$ cat src/rtl/cache_pkg.sv
// Shared cache geometry and fill-FSM state encoding.
// Latency: n/a (declarations only).
// Backpressure: n/a.
// Contents: column/zero/line index widths shared with the cache, fill state enum.
package cache_pkg;

  localparam int ADDR_BITWIDTH      = 32;
  localparam int COLUMN_IX_BITWIDTH = 2;
  localparam int ZEROS_BITWIDTH     = 2;
  localparam int LINE_IX_BITWIDTH   = 6;

  typedef enum logic [2:0] {
    FILL_IDLE,
    FILL_CMD,
    FILL_RECV,
    FILL_DONE,
    FILL_ABORT
  } fill_state_t;

endpackage

$ cat src/rtl/cache_line_filler_if.sv
// Bundle of core-miss, memory-burst and cache-write signals around the filler.
// Latency: n/a (wiring only).
// Backpressure: miss_valid/miss_ready and mem_cmd_valid/mem_cmd_ready handshakes; read beats have none.
// Modports: slave = the line filler, master = the core/memory/cache environment.
interface cache_line_filler_if;

  logic        miss_valid;
  logic [31:0] miss_address;
  logic        miss_ready;
  logic [31:0] fwd_data;
  logic        fwd_valid;
  logic        fill_done;
  logic        fill_error;
  logic        mem_cmd_valid;
  logic        mem_cmd_ready;
  logic [31:0] mem_cmd_address;
  logic [31:0] mem_rd_data;
  logic        mem_rd_data_valid;
  logic [31:0] cache_address;
  logic [31:0] cache_data_in;
  logic        cache_write_enable;

  modport slave (
    input  miss_valid, miss_address, mem_cmd_ready, mem_rd_data, mem_rd_data_valid,
    output miss_ready, fwd_data, fwd_valid, fill_done, fill_error,
           mem_cmd_valid, mem_cmd_address, cache_address, cache_data_in, cache_write_enable
  );

  modport master (
    output miss_valid, miss_address, mem_cmd_ready, mem_rd_data, mem_rd_data_valid,
    input  miss_ready, fwd_data, fwd_valid, fill_done, fill_error,
           mem_cmd_valid, mem_cmd_address, cache_address, cache_data_in, cache_write_enable
  );

endinterface

$ cat src/rtl/cache_line_filler_fill_timeout_counter.sv
// Idle-cycle counter used to abort a fill when memory stops responding.
// Latency: expired flag is combinational from the registered count.
// Backpressure: none; clear has priority over increment.
// Ports: clk, rst_n, i_clr, i_inc, o_expired (count has reached LIMIT-1).
module fill_timeout_counter #(
  parameter int LIMIT = 255,
  parameter int WIDTH = 8
) (
  input  logic clk,
  input  logic rst_n,
  input  logic i_clr,
  input  logic i_inc,
  output logic o_expired
);

  logic [WIDTH-1:0] r_cnt;

  always_ff @(posedge clk or negedge rst_n) begin
    if (!rst_n) begin
      r_cnt <= '0;
    end else if (i_clr) begin
      r_cnt <= '0;
    end else if (i_inc) begin
      r_cnt <= r_cnt + 1'b1;
    end
  end

  // Flag one count early so that the increment happening in this cycle is the
  // LIMIT-th idle cycle; the FSM qualifies it with its own increment request.
  assign o_expired = (r_cnt == WIDTH'(LIMIT - 1));

endmodule

$ cat src/rtl/cache_line_filler.sv
// Refill engine: one miss -> one line-sized burst read -> cache writes + critical word forward.
// Latency: each read beat is written to the cache exactly 1 cycle after it arrives.
// Backpressure: miss_ready only in IDLE (other misses ignored); beats have no backpressure.
// Ports: clk, rst_n, bus (cache_line_filler_if.slave).
// Option: CACHE_FILL_CRITICAL_WORD_FIRST_EN starts the wrapping burst at the requested column.
module cache_line_filler
  import cache_pkg::*;
#(
  parameter int COLUMN_IX_BITWIDTH = cache_pkg::COLUMN_IX_BITWIDTH,
  parameter int TIMEOUT_CYCLES     = 255
) (
  input  logic              clk,
  input  logic              rst_n,
  cache_line_filler_if.slave bus
);

  localparam int BASE_BITWIDTH = ADDR_BITWIDTH - COLUMN_IX_BITWIDTH - ZEROS_BITWIDTH;
  localparam int BEATS         = 2 ** COLUMN_IX_BITWIDTH;
  localparam logic [COLUMN_IX_BITWIDTH:0] LAST_BEAT = (COLUMN_IX_BITWIDTH + 1)'(BEATS);

  fill_state_t                   r_state;
  fill_state_t                   w_state_nxt;
  logic [BASE_BITWIDTH-1:0]      r_base;
  logic [COLUMN_IX_BITWIDTH-1:0] r_req_col;
  logic [COLUMN_IX_BITWIDTH-1:0] r_wr_col;
  logic [COLUMN_IX_BITWIDTH:0]   r_rx_cnt;
  logic [31:0]                   r_beat_dat;
  logic                          r_beat_vld;

  logic                          w_miss_acc;
  logic                          w_beat_acc;
  logic                          w_tmo_inc;
  logic                          w_tmo_clr;
  logic                          w_tmo_expired;
  logic                          w_last_wr;
  logic [COLUMN_IX_BITWIDTH-1:0] w_miss_col;
  logic [COLUMN_IX_BITWIDTH-1:0] w_start_col;

  assign w_miss_col = bus.miss_address[ZEROS_BITWIDTH +: COLUMN_IX_BITWIDTH];

`ifdef CACHE_FILL_CRITICAL_WORD_FIRST_EN
  assign w_start_col         = w_miss_col;
  assign bus.mem_cmd_address = {r_base, r_req_col, {ZEROS_BITWIDTH{1'b0}}};
`else
  assign w_start_col         = '0;
  assign bus.mem_cmd_address = {r_base, {COLUMN_IX_BITWIDTH{1'b0}}, {ZEROS_BITWIDTH{1'b0}}};
`endif

  // The 4th registered beat is being written this cycle.
  assign w_last_wr = r_beat_vld && (r_rx_cnt == LAST_BEAT);

  fill_timeout_counter #(
    .LIMIT (TIMEOUT_CYCLES),
    .WIDTH (8)
  ) u_tmo (
    .clk       (clk),
    .rst_n     (rst_n),
    .i_clr     (w_tmo_clr),
    .i_inc     (w_tmo_inc),
    .o_expired (w_tmo_expired)
  );

  always_ff @(posedge clk or negedge rst_n) begin
    if (!rst_n) begin
      r_state <= FILL_IDLE;
    end else begin
      r_state <= w_state_nxt;
    end
  end

  always_comb begin
    w_state_nxt = r_state;
    w_miss_acc  = 1'b0;
    w_beat_acc  = 1'b0;
    w_tmo_inc   = 1'b0;
    w_tmo_clr   = 1'b1;
    case (r_state)
      FILL_IDLE: begin
        if (bus.miss_valid) begin
          w_miss_acc  = 1'b1;
          w_state_nxt = FILL_CMD;
        end
      end
      FILL_CMD: begin
        if (bus.mem_cmd_ready) begin
          w_state_nxt = FILL_RECV;
        end else begin
          w_tmo_clr = 1'b0;
          w_tmo_inc = 1'b1;
          if (w_tmo_expired) w_state_nxt = FILL_ABORT;
        end
      end
      FILL_RECV: begin
        // Beats beyond the line length are not captured, so they cannot
        // produce a fifth write.
        if (bus.mem_rd_data_valid && (r_rx_cnt != LAST_BEAT)) begin
          w_beat_acc = 1'b1;
        end else begin
          w_tmo_clr = 1'b0;
          w_tmo_inc = 1'b1;
          if (w_tmo_expired) w_state_nxt = FILL_ABORT;
        end
        if (w_last_wr) w_state_nxt = FILL_DONE;
      end
      FILL_DONE:  w_state_nxt = FILL_IDLE;
      FILL_ABORT: w_state_nxt = FILL_IDLE;
      default:    w_state_nxt = FILL_IDLE;
    endcase
  end

  always_ff @(posedge clk or negedge rst_n) begin
    if (!rst_n) begin
      r_base     <= '0;
      r_req_col  <= '0;
      r_wr_col   <= '0;
      r_rx_cnt   <= '0;
      r_beat_dat <= '0;
      r_beat_vld <= 1'b0;
    end else begin
      r_beat_vld <= w_beat_acc;
      if (w_beat_acc) r_beat_dat <= bus.mem_rd_data;
      if (w_miss_acc) begin
        r_base    <= bus.miss_address[ADDR_BITWIDTH-1 -: BASE_BITWIDTH];
        r_req_col <= w_miss_col;
        r_wr_col  <= w_start_col;
        r_rx_cnt  <= '0;
      end else begin
        if (w_beat_acc) r_rx_cnt <= r_rx_cnt + 1'b1;
        // Column wraps naturally modulo the line length.
        if (r_beat_vld) r_wr_col <= r_wr_col + 1'b1;
      end
    end
  end

  assign bus.miss_ready         = (r_state == FILL_IDLE);
  assign bus.mem_cmd_valid      = (r_state == FILL_CMD);
  assign bus.fill_done          = (r_state == FILL_DONE);
  assign bus.fill_error         = (r_state == FILL_ABORT);
  assign bus.cache_write_enable = r_beat_vld;
  assign bus.cache_address      = {r_base, r_wr_col, {ZEROS_BITWIDTH{1'b0}}};
  assign bus.cache_data_in      = r_beat_dat;
  assign bus.fwd_valid          = r_beat_vld && (r_wr_col == r_req_col);
  assign bus.fwd_data           = r_beat_dat;

endmodule

$ cat src/flat_wrapper.sv
// flat-port wrapper written by rule: the top's interface ports become plain ports
module cache_line_filler_flat import cache_pkg::*;
#(
  parameter int COLUMN_IX_BITWIDTH = cache_pkg::COLUMN_IX_BITWIDTH,
  parameter int TIMEOUT_CYCLES     = 255
)
  (clk, rst_n, bus_miss_valid, bus_miss_address, bus_mem_cmd_ready, bus_mem_rd_data, bus_mem_rd_data_valid, bus_miss_ready, bus_fwd_data, bus_fwd_valid, bus_fill_done, bus_fill_error, bus_mem_cmd_valid, bus_mem_cmd_address, bus_cache_address, bus_cache_data_in, bus_cache_write_enable);
  cache_line_filler_if bus_i ();
  input  logic clk;
  input  logic rst_n;
  input wire logic [$bits(bus_i.miss_valid)-1:0] bus_miss_valid;
  input wire logic [$bits(bus_i.miss_address)-1:0] bus_miss_address;
  input wire logic [$bits(bus_i.mem_cmd_ready)-1:0] bus_mem_cmd_ready;
  input wire logic [$bits(bus_i.mem_rd_data)-1:0] bus_mem_rd_data;
  input wire logic [$bits(bus_i.mem_rd_data_valid)-1:0] bus_mem_rd_data_valid;
  output wire logic [$bits(bus_i.miss_ready)-1:0] bus_miss_ready;
  output wire logic [$bits(bus_i.fwd_data)-1:0] bus_fwd_data;
  output wire logic [$bits(bus_i.fwd_valid)-1:0] bus_fwd_valid;
  output wire logic [$bits(bus_i.fill_done)-1:0] bus_fill_done;
  output wire logic [$bits(bus_i.fill_error)-1:0] bus_fill_error;
  output wire logic [$bits(bus_i.mem_cmd_valid)-1:0] bus_mem_cmd_valid;
  output wire logic [$bits(bus_i.mem_cmd_address)-1:0] bus_mem_cmd_address;
  output wire logic [$bits(bus_i.cache_address)-1:0] bus_cache_address;
  output wire logic [$bits(bus_i.cache_data_in)-1:0] bus_cache_data_in;
  output wire logic [$bits(bus_i.cache_write_enable)-1:0] bus_cache_write_enable;
  assign bus_i.miss_valid = bus_miss_valid;
  assign bus_i.miss_address = bus_miss_address;
  assign bus_i.mem_cmd_ready = bus_mem_cmd_ready;
  assign bus_i.mem_rd_data = bus_mem_rd_data;
  assign bus_i.mem_rd_data_valid = bus_mem_rd_data_valid;
  assign bus_miss_ready = bus_i.miss_ready;
  assign bus_fwd_data = bus_i.fwd_data;
  assign bus_fwd_valid = bus_i.fwd_valid;
  assign bus_fill_done = bus_i.fill_done;
  assign bus_fill_error = bus_i.fill_error;
  assign bus_mem_cmd_valid = bus_i.mem_cmd_valid;
  assign bus_mem_cmd_address = bus_i.mem_cmd_address;
  assign bus_cache_address = bus_i.cache_address;
  assign bus_cache_data_in = bus_i.cache_data_in;
  assign bus_cache_write_enable = bus_i.cache_write_enable;
  cache_line_filler #(.COLUMN_IX_BITWIDTH(COLUMN_IX_BITWIDTH), .TIMEOUT_CYCLES(TIMEOUT_CYCLES)) u_core (.clk(clk), .rst_n(rst_n), .bus(bus_i));
endmodule
$ cat config.mk
export PLATFORM = sky130hd
export DESIGN_NAME = cache_line_filler_flat
export DESIGN_NICKNAME = d
export VERILOG_FILES = /design/src/rtl/cache_pkg.sv /design/src/rtl/cache_line_filler_if.sv /design/src/rtl/cache_line_filler_fill_timeout_counter.sv /design/src/rtl/cache_line_filler.sv /design/src/flat_wrapper.sv
export SDC_FILE = /design/constraint.sdc
export NUM_CORES = 1
export LEC_CHECK = 0
export CAP_MARGIN = 20
export CORE_MARGIN = 4
export CORE_UTILIZATION = 36
export CTS_CLUSTER_SIZE = 25
export DETAILED_ROUTE_END_ITERATION = 8
export PLACE_DENSITY = 0.77
export SLEW_MARGIN = 20
export SYNTH_ARGS = -nofsm -noshare
export SYNTH_HDL_FRONTEND = slang
export SYNTH_SLANG_ARGS = --single-unit
$ cat constraint.sdc
create_clock -name clk -period 1.7 [get_ports clk]
set_input_delay 0.34 -clock clk [delete_from_list [all_inputs] [get_ports clk]]
set_output_delay 0.34 -clock clk [all_outputs]
set_load 0.01 [all_outputs]
==> out/results.ini <==
[status]
outcome=complete, but fails checks
violations=negative setup slack

[clocking]
path_clk_slew_ns=0.08
cts_root_buf=clkbuf_8
cts_buffers=9
tritoncts=done
clock_sinks=79
htreeDepth=3
clkLatencyLatePin_ns=0.35
clock_path_buffers=2

[worst_setup_path]
path_buf_inv=4
arrival_ns=1.98
critPathCaptureType=flop
crit_family=buffers and inverters
max_stage_delay_ns=0.43
cp.required_ns=1.93
critPathLaunchType=flop
cp_max_fo=8
critPathKind=reg2reg
crit_chain=buf_6 -> nor4b_4 -> buf_6 -> buf_12 -> buf_12 -> mux2_4
cp_slowest_cell=dfrtp_1

[global_route]
grt_pass1_wl_mm=15.7
overflow=0
grt_pass1_vias=3024
antenna_found_initial=0
grt_max_degree=45
grtUsageTotal=0.157

[yosys]
synth_top_area_share=0.510
synth_edf_count=0
ys.flop_type=dfrtp_1
ys_ff_latch=79
synth_cell_types=39
yosysWarnings=0
synth_area_mm2=0.00388
yosysSeqAreaShare=0.510
synthArstFlopShare=1.00
synthCells=289
syn_avg_cell_area_um2=13.4
synthTopCellsByArea=dfrtp_1 51%, buf_4 13%, mux2_2 9.3%
synth_top_cell_by_area=dfrtp_1

[route]
antenna_left=0
wirelength_mm=10.5
initialDrtViolationCount=75
routed_via_density=4.65
dr.pass1.iters=4
dr_total_vias=2787
drc=0
post_drt_wl_per_cell_um=17.5

[floorplan]
die-height_um=112
num_io_pins=203
placementRows=37
die_x_um=112
start_util=0.372
core_mm2=0.0104
dieArea_mm2=0.0125

[layout]
layout_common_cells=179 x clkdlybuf4s50_1, 76 x dfrtp_1, 29 x mux2_4, 25 x mux2_2, 22 x buf_4
diodes=0
nFillCells=844
fin_nets=531
layout_commonest_cell=clkdlybuf4s50_1
syn2layout_area_growth_pct=57.2
layout-drive-gt1-share=0.266
fin_area_mm2=0.00609

[placed_design]
dpl.hpwl_mm=7.04
gp_congestion=0.805
place_area_mm2=0.00557
io_buffer_count=194

[sta]
tns_ns=-0.359
setup_slack_ns=-0.0464
slew_headroom=0.589
hold_viol_final=0
max_freq_ghz=0.573
skew_ns=0.00688
fin_crit_ns=1.75
drv_slew=0
finalCritPeriodShare=1.03
setup_viol=14
worst_pin_slew_ns=0.616
grt_setup_unrepaired=true

[hold_path]
min_path_type=in2async

[pwr]
ir_worst_vdd_mv=0.833
power_density_mw_per_mm2=1930
leakage_nw=2.65

[job]
max_cap_violations=0

-- cells by family (layout without fill, tap and decap cells) --
kind of cell / Yosys count / in the layout / synth area share
buffers and inverters: 82 / 251 / 0.168
flip-flops: 79 / 79 / 0.510
multiplexers: 64 / 64 / 0.205
AND/OR/NAND/NOR: 36 / 36 / 0.0594
AO/OA/AOI/OAI: 16 / 16 / 0.0281
XOR/XNOR: 7 / 7 / 0.0158
adder cells (fa/ha/maj): 4 / 4 / 0.0129
other: 1 / 6 / 0.000967
-- registers in the layout, summed over array words and instances, names as in the netlist --
register and count:
u_core.r_wr_col 2, u_core.bus.cache_write_enable 1, u_core.r_state 3, u_core.r_req_col 2, u_core.bus.cache_data_in 32, u_core.u_tmo.r_cnt 8
u_core.r_rx_cnt 3, u_core.r_base 28
-- layer usage --
metal	wire length, um	GRT usage
met3	788	0.0462
met4	214	0.0689
met5	0	0
met1	3940	0.170
met2	5530	0.283
-- repair_timing --
item	4_1_cts	5_1_grt
pin swaps	1	3
gates cloned	2	5
hold endpoints to repair	13	0
gates resized for setup	25	25
hold buffers	1	0
setup endpoints to repair	38	49
setup buffers	9	0
-- final timing paths --
path,slack (ns),startpoint,cells past startpoint,end
min,0.39,rst_n,2,u_core.bus.cache_data_in[25]
max in group asynchronous,0.76,rst_n,3,u_core.bus.cache_data_in[30]
min reg2reg,0.52,u_core.bus.cache_data_in[26],1,u_core.bus.cache_data_in[26]
min in group clk,0.52,u_core.bus.cache_data_in[26],1,u_core.bus.cache_data_in[26]
max reg2reg,-0.05,u_core.r_state[0],6,u_core.r_base[14]
max,-0.05,u_core.r_state[0],6,u_core.r_base[14]
-- worst reg2reg max path: stages, from the launching register on --
cell and delay, ns:
dfrtp_1 0.43, buf_6 0.16, nor4b_4 0.31, buf_6 0.18, buf_12 0.11, buf_12 0.13
mux2_4 0.32
-- per-stage QoR --
stage          hold WS [ns]  utilization  power (mW)  cells  setup WS [ns]
2_1_floorplan        0.0444            -        7.13    294        0.00929
3_3_place_gp          0.207        0.534        9.73    566         -0.168
3_5_place_dp          0.213        0.534        9.90    566         -0.176
4_1_cts               0.377        0.569        11.6    594       -0.00147
5_1_grt               0.395        0.585        12.4    599        -0.0940
6_report              0.391        0.585        11.8    599        -0.0464
-- synth_stat cells (4+ instances only) --
cell	instances
a211oi_1	4
buf_4	67
buf_6	4
dfrtp_1	79
ha_1	4
inv_1	5
mux2_1	11
mux2_2	32
mux2_4	20
nand2_1	4
nand3_1	7
nor3_1	7
o21ai_0	4
or3_1	4
xnor2_1	4
-- cell type report --
class	instances	area (um2)	share of cell area
clock buffer	12	155	0.0255
clock inverter	4	53.8	0.00883
inverter	5	18.8	0.00308
multi-input combinational	133	1340	0.220
sequential	79	1980	0.325
tap	136	170	0.0279
timing repair buffer	230	2380	0.390
-- power by group --
| group | switching, mW | internal [mW] | total [mW] |
|---|---|---|---|
| sequential | 0.734 | 2.77 | 3.50 |
| clock | 0.699 | 0.762 | 1.46 |
| combinational | 2.49 | 4.33 | 6.82 |
Power figures use the tool's default switching activity.
